$ cat config.mk
export PLATFORM = sky130hd
export DESIGN_NAME = id_ex_stage
export DESIGN_NICKNAME = d
export VERILOG_FILES = /design/src/rtl/id_ex_stage_pkg.sv /design/src/rtl/id_ex_stage_hazard.sv /design/src/rtl/id_ex_stage.sv
export SDC_FILE = /design/constraint.sdc
export NUM_CORES = 1
export LEC_CHECK = 0
export CAP_MARGIN = 40
export CORE_UTILIZATION = 35
export CTS_CLUSTER_SIZE = 10
export DETAILED_ROUTE_END_ITERATION = 10
export PLACE_DENSITY = 0.72
export SYNTH_ARGS = -nofsm -noshare
export SYNTH_HDL_FRONTEND = slang
export SYNTH_SLANG_ARGS = --single-unit
$ cat constraint.sdc
create_clock -name clk_i -period 7.1 [get_ports clk_i]
set_input_delay 1.42 -clock clk_i [delete_from_list [all_inputs] [get_ports clk_i]]
set_output_delay 1.42 -clock clk_i [all_outputs]
set_load 0.02 [all_outputs]
$ cat src/rtl/id_ex_stage_pkg.sv
// -----------------------------------------------------------------------------
// id_ex_stage_pkg
// Shared definitions for the ID/EX pipeline register of the 5-stage MIPS core:
// the width of the decoded control word, the bit position of each control
// field inside it, and the ALUOp encodings driven by the decode unit.
// -----------------------------------------------------------------------------
package id_ex_stage_pkg;

    localparam int CTRL_W = 10;

    // Control-word bit positions
    localparam int CTRL_ALUOP_HI = 9;
    localparam int CTRL_ALUOP_LO = 8;
    localparam int CTRL_REGDST   = 7;
    localparam int CTRL_ALUSRC   = 6;
    localparam int CTRL_MEMTOREG = 5;
    localparam int CTRL_REGWRITE = 4;
    localparam int CTRL_MEMWRITE = 3;
    localparam int CTRL_MEMREAD  = 2;
    localparam int CTRL_BRANCH   = 1;
    localparam int CTRL_JUMP     = 0;

    // ALUOp encodings
    typedef enum logic [1:0] {
        ALUOP_ADD   = 2'b00,
        ALUOP_SUB   = 2'b01,
        ALUOP_OR    = 2'b10,
        ALUOP_RTYPE = 2'b11
    } aluop_e;

endpackage

$ cat src/rtl/id_ex_stage_hazard.sv
// -----------------------------------------------------------------------------
// id_ex_hazard
// Combinational load-use comparator. Flags a hazard when the instruction in
// EX is a valid load whose destination (rt) is a source the ID instruction
// actually reads. Register $0 never creates a hazard.
//
// Ports:
//   ctrl_i        decoded control word of the ID instruction
//   rs_addr_i     ID rs field
//   rt_addr_i     ID rt field
//   ex_valid_i    EX slot holds a real instruction
//   ex_memread_i  EX instruction is a load
//   ex_rt_addr_i  EX instruction's rt (load destination)
//   hazard_o      load-use hazard detected
// -----------------------------------------------------------------------------
module id_ex_hazard
    import id_ex_stage_pkg::*;
#(
    parameter int AW = 5
) (
    input  logic [CTRL_W-1:0] ctrl_i,
    input  logic [AW-1:0]     rs_addr_i,
    input  logic [AW-1:0]     rt_addr_i,
    input  logic              ex_valid_i,
    input  logic              ex_memread_i,
    input  logic [AW-1:0]     ex_rt_addr_i,
    output logic              hazard_o
);

    logic w_uses_rs;
    logic w_uses_rt;
    logic w_rs_match;
    logic w_rt_match;

    // Every real instruction except a jump reads rs; only R-type, sw and beq read rt.
    assign w_uses_rs  = ~ctrl_i[CTRL_JUMP] & (ctrl_i != '0);
    assign w_uses_rt  = ctrl_i[CTRL_REGDST] | ctrl_i[CTRL_MEMWRITE] | ctrl_i[CTRL_BRANCH];
    assign w_rs_match = w_uses_rs & (rs_addr_i == ex_rt_addr_i);
    assign w_rt_match = w_uses_rt & (rt_addr_i == ex_rt_addr_i);

    assign hazard_o = ex_valid_i & ex_memread_i & (ex_rt_addr_i != '0)
                    & (w_rs_match | w_rt_match);

endmodule

$ cat src/rtl/id_ex_stage.sv
// -----------------------------------------------------------------------------
// id_ex_stage
// ID/EX pipeline register with load-use stall and branch/jump flush.
// Each edge either captures the ID instruction or loads a bubble (all zeros)
// when flushed or when a load-use hazard is detected. A bubble removes the
// load from EX, so a stall lasts exactly one cycle.
//
// Optional feature macro: ID_EX_PERF_EN
//   adds bubble_cnt_o, a saturating count of bubbles loaded.
//
// Ports:
//   clk_i, rst_i                          clock, async active-high reset
//   ctrl_i / ctrl_o                       decoded control word in / to EX
//   pc4_i, rs_data_i, rt_data_i, imm_i    operands in; *_o registered
//   rs_addr_i, rt_addr_i, rd_addr_i       register fields in; *_o registered
//   flush_i                               kill the ID instruction
//   valid_o                               EX slot holds a real instruction
//   stall_o                               hold PC and IF/ID this cycle
//   bubble_cnt_o                          (ID_EX_PERF_EN only) bubble count
// -----------------------------------------------------------------------------
module id_ex_stage
    import id_ex_stage_pkg::*;
#(
    parameter int DW = 32,
    parameter int AW = 5
) (
    input  logic              clk_i,
    input  logic              rst_i,
    input  logic [CTRL_W-1:0] ctrl_i,
    input  logic [DW-1:0]     pc4_i,
    input  logic [DW-1:0]     rs_data_i,
    input  logic [DW-1:0]     rt_data_i,
    input  logic [DW-1:0]     imm_i,
    input  logic [AW-1:0]     rs_addr_i,
    input  logic [AW-1:0]     rt_addr_i,
    input  logic [AW-1:0]     rd_addr_i,
    input  logic              flush_i,
    output logic [CTRL_W-1:0] ctrl_o,
    output logic [DW-1:0]     pc4_o,
    output logic [DW-1:0]     rs_data_o,
    output logic [DW-1:0]     rt_data_o,
    output logic [DW-1:0]     imm_o,
    output logic [AW-1:0]     rs_addr_o,
    output logic [AW-1:0]     rt_addr_o,
    output logic [AW-1:0]     rd_addr_o,
    output logic              valid_o,
    output logic              stall_o
`ifdef ID_EX_PERF_EN
    ,
    output logic [31:0]       bubble_cnt_o
`endif
);

    logic [CTRL_W-1:0] r_ctrl;
    logic [DW-1:0]     r_pc4;
    logic [DW-1:0]     r_rs_data;
    logic [DW-1:0]     r_rt_data;
    logic [DW-1:0]     r_imm;
    logic [AW-1:0]     r_rs_addr;
    logic [AW-1:0]     r_rt_addr;
    logic [AW-1:0]     r_rd_addr;
    logic              r_valid;

    logic w_hazard;
    logic w_bubble;

    id_ex_hazard #(.AW(AW)) u_hazard (
        .ctrl_i       (ctrl_i),
        .rs_addr_i    (rs_addr_i),
        .rt_addr_i    (rt_addr_i),
        .ex_valid_i   (r_valid),
        .ex_memread_i (r_ctrl[CTRL_MEMREAD]),
        .ex_rt_addr_i (r_rt_addr),
        .hazard_o     (w_hazard)
    );

    // Flush and hazard both load the same all-zero bubble; flush only masks
    // the stall request so the killed instruction is not held.
    assign w_bubble = flush_i | w_hazard;
    assign stall_o  = w_hazard & ~flush_i;

    always_ff @(posedge clk_i or posedge rst_i) begin
        if (rst_i) begin
            r_ctrl    <= '0;
            r_pc4     <= '0;
            r_rs_data <= '0;
            r_rt_data <= '0;
            r_imm     <= '0;
            r_rs_addr <= '0;
            r_rt_addr <= '0;
            r_rd_addr <= '0;
            r_valid   <= 1'b0;
        end else if (w_bubble) begin
            r_ctrl    <= '0;
            r_pc4     <= '0;
            r_rs_data <= '0;
            r_rt_data <= '0;
            r_imm     <= '0;
            r_rs_addr <= '0;
            r_rt_addr <= '0;
            r_rd_addr <= '0;
            r_valid   <= 1'b0;
        end else begin
            r_ctrl    <= ctrl_i;
            r_pc4     <= pc4_i;
            r_rs_data <= rs_data_i;
            r_rt_data <= rt_data_i;
            r_imm     <= imm_i;
            r_rs_addr <= rs_addr_i;
            r_rt_addr <= rt_addr_i;
            r_rd_addr <= rd_addr_i;
            r_valid   <= (ctrl_i != '0);
        end
    end

    assign ctrl_o    = r_ctrl;
    assign pc4_o     = r_pc4;
    assign rs_data_o = r_rs_data;
    assign rt_data_o = r_rt_data;
    assign imm_o     = r_imm;
    assign rs_addr_o = r_rs_addr;
    assign rt_addr_o = r_rt_addr;
    assign rd_addr_o = r_rd_addr;
    assign valid_o   = r_valid;

`ifdef ID_EX_PERF_EN
    logic [31:0] r_bubble_cnt;

    // Saturating: holds at all-ones instead of wrapping.
    always_ff @(posedge clk_i or posedge rst_i) begin
        if (rst_i) begin
            r_bubble_cnt <= '0;
        end else if (w_bubble && (r_bubble_cnt != 32'hFFFF_FFFF)) begin
            r_bubble_cnt <= r_bubble_cnt + 32'd1;
        end
    end

    assign bubble_cnt_o = r_bubble_cnt;
`endif

endmodule

======== Word-level counts from Yosys, hierarchy flattened ========
Cells that the tools add are included.
W data, S select, Z words.
word-level totals
  word-level logic and storage cells ...... 35
  flip-flop bits (word level) ............. 154
  ROM bits ................................ 0
  RAM bits ................................ 0
  memories kept ........................... 0
  bits in latches ......................... 0
  output and inout bits ................... 155
cells by class
  shift operators ......................... 0
  add/sub/neg operators ................... 0
  multiplexer cells ....................... 9
  equality and inequality tests ........... 2
  bitwise logic cells ..................... 13
  $mul .................................... 0
  magnitude comparators ................... 0
  reductions and logical operators ........ 2
  div/mod/pow operators ................... 0
operator list
  cell                 count
  $mux W32             4
  $mux W5              3
  $eq A5 B5 Y1         2
  $mux W10             1
  $reduce_bool A10 Y1  1
  $and A1 B1 Y1        7
  $reduce_bool A5 Y1   1
  $or A1 B1 Y1         4
  $not A1 Y1           2
  $mux W1              1

======== Longest topological paths before layout ========
Gate-level depths: netlist of run 1.
  depth in word-level cells ............... 7
  mapped depth ............................ 8

======== Modules after synthesis ========
From an unflattened synthesis of run 1, not the netlist that was laid out.
unflattened totals
  cell total of the unflattened synthesis .. 352
  area total of the unflattened synthesis .. 5,136.2 um2
modules (own cells, without submodules)
  module        instances  cells an instance  area each (um2)  seq. area each (um2)
  id_ex_stage   1          330                4,977.3          3,853.7
  id_ex_hazard  1          22                 158.9            0.0

======== Worst setup path after synthesis of run 1 ========
No wires, ideal clock.
  kind .................................... input -> output
  from .................................... input port rs_addr_i[1]
  to ...................................... output port stall_o
  arrival time ............................ 2.644 ns
  slack ................................... 3.036 ns
  path buffers ............................ 0
  stages on the path ...................... 5
  data required time ...................... 5.680 ns
  cell sequence ........................... xnor2_1 nand4_1 or3_4 o21a_1 nor3_1
between the ends
  cells in the longest elaborated chain, start to end .. 5
ends and longest elaborated chain
  what           RTL line                  source
  from (decl)    id_ex_stage.sv:34         input logic [AW-1:0] rs_addr_i,
  $eq A5 B5 Y1   id_ex_stage_hazard.sv:38  assign w_rs_match = w_uses_rs & (rs_addr_i == ex_rt_addr_i);
  $and A1 B1 Y1  id_ex_stage_hazard.sv:38
  $or A1 B1 Y1   id_ex_stage_hazard.sv:42  & (w_rs_match | w_rt_match);
  $and A1 B1 Y1  id_ex_stage_hazard.sv:42
  $and A1 B1 Y1  id_ex_stage.sv:80         assign stall_o = w_hazard & ~flush_i;
  to (decl)      id_ex_stage.sv:47         output logic stall_o
No other way between the ends.

======== Worst setup path after layout of run 1 ========
  from .................................... input port ctrl_i[0]
  to ...................................... output port stall_o
between the ends
  cells in the longest elaborated chain, start to end .. 6
ends and longest elaborated chain
  what                                               RTL line                  source
  from (decl)                                        id_ex_stage.sv:29         input logic [CTRL_W-1:0] ctrl_i,
  $reduce_bool A10 Y1 or $not A1 Y1 (tied branches)  id_ex_stage_hazard.sv:36  assign w_uses_rs = ~ctrl_i[CTRL_JUMP] & (ctrl_i != '0);
  $and A1 B1 Y1 (*)                                  id_ex_stage_hazard.sv:36
  $and A1 B1 Y1 (*)                                  id_ex_stage_hazard.sv:38
  $or A1 B1 Y1 (*)                                   id_ex_stage_hazard.sv:42
  $and A1 B1 Y1 (*)                                  id_ex_stage_hazard.sv:42
  $and A1 B1 Y1 (*)                                  id_ex_stage.sv:80
Mark *: on every way between the ends. The rest lies on a longest branch, timed or not.

==> key figures, run 1 <==
Flow run
  • Max Cap Viol: 0

Clock tree
  • Clock sink count: between 150 and 200
  • CTS H-tree depth: 4
  • PostCTS Resize Cnt: 0
  • Root Driver: clkbuf_16
  • Hold-fix buffers, CTS: 0
  • CTS buffer count: 17
  • Max Buffers Root-to-Sink: 2
  • Reg clk slew, reported paths: 0.06 ns
  • CTS tree: yes
  • Worst skew pair latency: 0.42 ns
  • Setup Buffers After CTS: 0

Drt
  • WL/cell: 17.23 um
  • Detailed Routing Iterations Pass 1: 7
  • Antenna viol nets, final: 0
  • Vias: 4,079
  • WL final: 14.94 mm
  • # DRC: 46
  • Initial DRC count: 237
  • Vias/cell: 4.705

Timing
  • Measured slew at the worst slew-check pin: 0.8380 ns
  • Crit path time final: 4.932 ns
  • Period utilization: 69.47%
  • Slew HR: 44.13%
  • Max Freq: 202.7 MHz
  • Setup TNS: 0 ns
  • Final Hold Vio Count: 0
  • Slew Limit Fails: 0
  • Final setup margin: 2.168 ns
  • Min Hold Slack: 0.7356 ns
  • Finish-stage setup viols: 0
  • Max Clock Skew: roughly 0.0099 ns
  • Unrepaired setup endpoints after global routing: false

Cells and area
  • Layout area overhead: 70.06%
  • Core Util, Final: 61.53%
  • Antenna cells: 0
  • Non-Filler Instances: 867
  • Share of cells above drive strength 1: 6.296%
  • Layout Nets: around 830

Global route
  • Global route overflow: 0
  • Largest net degree at the start of global routing: 87
  • Vias in the first global route: about 4.3k
  • First-pass GRT wire length: between 20 and 25 mm
  • GRT Total Usage: 20.22%
  • Antenna violations before repair: 0

Place
  • Placed insts: 835
  • Setup WS pre-CTS: 2.167 ns
  • I/O Buffers: slightly above 300
  • Post-DP HPWL: about 11 mm
  • GPL Wtd Cong: 0.7959

Worst setup path
  • CP required: 5.68 ns
  • WS Path Type: in -> out
  • Crit path max fanout: 3
  • Nature of the critical path endpoint: primary output
  • Crit path arrival time: roughly 3.5 ns
  • Critical path launch point type: primary input
  • R2r setup slk: 4.29 ns

Floorplanning
  • Die W: 125.0 um
  • I/O pin count: 311
  • Die area: roughly 16,000 um2
  • Die Height: 125.0 um
  • Core ar.: 14,640 um2
  • Rows: 44
  • Initial core utilization: around 36%

Yosys
  • Most numerous cell in the Yosys netlist: dfrtp_1
  • Post-synthesis sequential area ratio: 72.73%
  • Share of the synthesized area in the top cell type: 72.73%
  • Mapped Area: approximately 5300 um2
  • Top cells by count, synth: dfrtp_1 (154), and3_1 (150), buf_6 (16)
  • Mean post-synth cell area: 14.32 um2
  • Post-synth top flop: dfrtp_1
  • Yosys synthesis warning count: 0
  • Largest cells by area after synthesis: dfrtp_1 (73%), and3_1 (18%), buf_6 (3.4%)
  • #FFs+latches synth: 154
  • Yosys top cell by area: dfrtp_1
  • Share of synthesized registers carrying an async set or reset: 100.0%
  • Library cells used by synthesis: 24
  • EDFF count, synth: 0
  • Syn_nets: about 530
  • Synthesized instance count: 370

Power
  • Worst vdd ir: 0.0001423 V
  • Switching share of power: 23.30%
  • Gate power share: 15.0%
  • Clk pwr share: 40.8%
  • Int Pwr: 1627 uW
  • Leakage power: 0.004299 uW
  • Share of total power in sequential cells: 44.2%
  • Pwr/cell area: 235.5 nW/um2
  • Net switching power: 494.4 uW

Hold path
  • Hold/Removal Path Class: reg -> reg

Status
  • Failing checks: design-rule violations
  • Outcome: complete, but fails checks
worst max-delay path, cell delays in order:
cell	delay (ns)
clkdlybuf4s50_1	0.48
nor4_1	0.31
nand2_1	0.08
nor4_1	0.45
o21a_1	0.18
nor3_1	0.04
clkdlybuf4s50_1	0.55
cell families after synthesis:
kind of cell / after synthesis / share of synthesized area, %
simple gates: 168 / 19.95
flops: 154 / 72.73
buf+inv: 35 / 5.195
xor+xnor: 10 / 1.653
compound gates: 3 / 0.4722
final cells by class:
type | instances | area (um2)
Clock buffer | 20 | 446.7
Clock inverter | 12 | 123.9
Fill cell | 1157 | 5633
Inverter | 1 | 8.758
Multi-Input combinational cell | 181 | 1175
Sequential cell | 154 | 3854
Tap cell | 184 | 230.2
Timing Repair Buffer | 315 | 3173
per-layer routing:
layer	global-route usage [%]	up-vias	wire, um
met3	8.045	29	1470
li1	-	1867	-
met5	0	-	0
met4	8.895	0	348
met1	23.02	1975	5692
met2	33.65	208	7430
final timing paths:
check | from | end | cells after the start
setup / recovery | ctrl_i[0] | stall_o | 7
hold / removal | ctrl_o[2] | valid_o | 3
setup reg to reg | rt_addr_o[1] | imm_o[28] | 7
hold reg to reg | ctrl_o[2] | valid_o | 3
max in group asynchronous | rst_i | rs_data_o[19] | 3
min in group asynchronous | rst_i | rs_data_o[7] | 2
sequential cells by signal, indices dropped and copies added, names as in the netlist:
register,count
valid_o,1
rt_addr_o,5
rt_data_o,32
pc4_o,32
rs_addr_o,5
rd_addr_o,5
rs_data_o,32
ctrl_o,10
imm_o,32
power by group through the flow:
stage	Sequential [uW]	Clock, uW	Combinational (uW)
5_1_grt	943	930	339
4_1_cts	939	889	323
3_5_place_dp	955	0	320
3_3_place_gp	953	0	314
6_report	939	865	318
2_1_floorplan	1010	0	64.0
layout by cell type (no fill, tap or decap):
cell type	Yosys	routed
a21oi_1	1	1
and2_1	1	1
and3_1	150	150
and3_2	2	2
buf_12	1	1
buf_16	0	1
buf_4	2	3
bufinv_16	0	2
clkbuf_1	15	2
clkbuf_16	0	17
clkbuf_8	0	1
clkdlybuf4s50_1	0	310
clkinv_2	0	5
clkinvlp_4	0	4
dfrtp_1	154	154
inv_6	0	2
nand2_1	1	1
nand2b_1	1	1
nand4_1	2	2
nor2_4	1	1
nor3_1	4	4
nor4_1	2	2
o211ai_2	1	1
o21a_1	1	1
or2_2	1	1
or3_4	1	2
or4_1	1	1
xnor2_1	9	9
xor2_1	1	1
stage by stage:
step | area, um2 | total power [uW]
floorplan | 5299 | 1077
global placement | 8393 | 1267
detailed placement | 8441 | 1275
CTS | 9011 | 2151
global route | 9011 | 2212
finish | 9011 | 2122
Note: power is estimated with default switching activity, not from simulation.
==> run 2: changes to the inputs <==
--- a/config.mk
+++ b/config.mk
@@ -6,10 +6,10 @@
 export NUM_CORES = 1
 export LEC_CHECK = 0
 export CAP_MARGIN = 40
-export CORE_UTILIZATION = 35
+export CORE_UTILIZATION = 34
 export CTS_CLUSTER_SIZE = 10
 export DETAILED_ROUTE_END_ITERATION = 10
-export PLACE_DENSITY = 0.72
+export PLACE_DENSITY = 0.73
 export SYNTH_ARGS = -nofsm -noshare
 export SYNTH_HDL_FRONTEND = slang
 export SYNTH_SLANG_ARGS = --single-unit
==> constraint.sdc (replaced) <==
create_clock -name clk_i -period 4.3 [get_ports clk_i]
set_input_delay 0.86 -clock clk_i [delete_from_list [all_inputs] [get_ports clk_i]]
set_output_delay 0.86 -clock clk_i [all_outputs]
set_load 0.02 [all_outputs]
==> run 2 against run 1 <==
Against the previous run:
- the flow now finishes without violations
- highest routed layer unchanged
- wire length increased by 0.90%
- worst setup slack got worse by 1.7 ns
- clock power rose by 82%
==> key figures, run 2 (synthesis gave the netlist of run 1 again) <==
Floorplanning
  • Die Height: 126.8 um
  • I/O pin count: 311
  • Die W: 126.8 um
  • Initial core utilization: 34.86%
  • Rows: 45
  • Die area: around 16,000 um2
  • Core ar.: 15,200 um2

Cells and area
  • Layout Nets: ~830
  • Layout area overhead: 71.10%
  • Fillcell total: roughly 1.2k
  • Non-Filler Instances: 871
  • Antenna cells: 0
  • Share of cells above drive strength 1: under 10%
  • Commonest cells after routing, fill and taps aside: clkdlybuf4s50_1 (310), dfrtp_1 (154), and3_1 (150), clkbuf_16 (17), xnor2_1 (9)
  • Multi-input logic area: 1175 um2
  • Core Util, Final: about 60%
  • Commonest non-fill, non-tap cell in the layout: clkdlybuf4s50_1
  • Reg area: about 3900 um2

Worst setup path
  • Worst flop-to-flop path startpoint: rt_addr_o[4]
  • Critical path launch point type: primary input
  • CP required: 3.44 ns
  • Reg-to-Reg End: ctrl_o[9]
  • Nature of the critical path endpoint: primary output
  • Reg2Reg Depth: 6
  • WS Path Type: in -> out
  • Crit path max fanout: 3
  • Crit path arrival time: a little under 3 ns
  • R2r setup slk: 1.80 ns
  • Critical Path Start: rs_addr_i[4]

Global route
  • GRT Total Usage: 19.33%
  • Largest net degree at the start of global routing: 97
  • Top Usage Layer GRT: met2
  • Antenna violations before repair: 0
  • Routing usage on met2: between 30% and 40%
  • First-pass GRT wire length: ~23 mm
  • Vias in the first global route: 4,421
  • Grt met3 use: 7.718%
  • Global route overflow: 0
  • Met1 global-route usage: 21.09%

Drt
  • # DRC: 0
  • Vias/cell: 4.699
  • WL/cell: 17.31 um
  • Vias: around 4.1k
  • WL final: 15.08 mm
  • Initial DRC count: approximately 160
  • Detailed Routing Iterations Pass 1: 4
  • Antenna viol nets, final: 0

Place
  • Post-DP HPWL: 10.73 mm
  • Placed insts: 839
  • I/O Buffers: 310
  • GPL Wtd Cong: 0.7876

Clock tree
  • Hold-fix buffers, CTS: 0
  • CTS buffer count: 17
  • Worst skew pair latency: 0.41 ns
  • Max Buffers Root-to-Sink: 2
  • Reg clk slew, reported paths: 0.06 ns
  • Clock sink count: 154
  • CTS tree: yes
  • Setup Buffers After CTS: 0
  • CTS H-tree depth: 4
  • PostCTS Resize Cnt: 0
  • Root Driver: clkbuf_16

Timing
  • Unrepaired setup endpoints after global routing: false
  • Slew HR: 51.59%
  • Measured slew at the worst slew-check pin: 0.7262 ns
  • Max Freq: about 260 MHz
  • Setup TNS: 0 ns
  • Crit path time final: 3.820 ns
  • Finish-stage setup viols: 0
  • Slew Limit Fails: 0
  • Period utilization: 88.85%
  • Final Hold Vio Count: 0
  • Max Clock Skew: 0.008770 ns

Power
  • Worst vdd ir: approximately 0.00025 V
  • Tot Pwr: 3640 uW
  • Leakage power: ~0.0043 uW
  • Pwr/cell area: approximately 400 nW/um2

Hold path
  • Worst Hold Depth: 3
  • Min-Delay Startpoint: valid_o
  • Worst Hold End: valid_o
  • Hold/Removal Path Class: reg -> reg

Flow run
  • Max Cap Viol: 0

Status
  • Outcome: completed
run 2: changes by cell type in the layout (fill, tap and decap cells not counted), sizes merged:
cell	previous run	this run
bufinv	2	4
clkbuf	20	21
clkinv	5	6
clkinvlp	4	2
inv	2	0
run 2: through the flow:
stage	worst slack (ns)	hold WS (ns)	cell area (um2)
3_5_place_dp	0.5069	0.7481	8437
2_1_floorplan	1.356	0.6326	5303
3_3_place_gp	0.4936	0.6890	8437
5_1_grt	0.3588	0.8453	9066
4_1_cts	0.4884	0.7604	9066
6_report	0.4795	0.7780	9066
run 2: how the worst max path moves through the flow:
stage	cells after the start	slack (ns)	endpoint
global route	7	0.36	stall_o
global placement	7	0.49	stall_o
CTS	7	0.49	stall_o
detailed placement	7	0.51	stall_o
finish	7	0.48	stall_o
floorplan	5	1.36	stall_o
run 2: area by class of cell:
cell class	count	share of cell area [%]
clock buffer	21	5.079
clock inverter	11	1.863
inverter	1	0.08280
multi-input combinational	181	12.96
sequential	154	42.51
tap	188	2.595
timing repair buffer	315	34.92
run 2: power by group:
group          internal, uW  switching [uW]
registers              1520            25.0
logic                   297             227
clock network          1000             565
total                  2820             817
run 2: critical path, stage by stage:
cell and delay, ns:
clkdlybuf4s50_1 0.48, xnor2_1 0.14, nand4_1 0.11, or3_4 0.39
o21a_1 0.20, nor3_1 0.14, clkdlybuf4s50_1 0.64
run 2: metal layers:
| layer | wire (um) | vias to the layer above |
|---|---|---|
| met5 | 0 | - |
| met3 | 1455 | 30 |
| li1 | - | 1872 |
| met2 | 7570 | 211 |
| met4 | 370 | 0 |
| met1 | 5681 | 1980 |
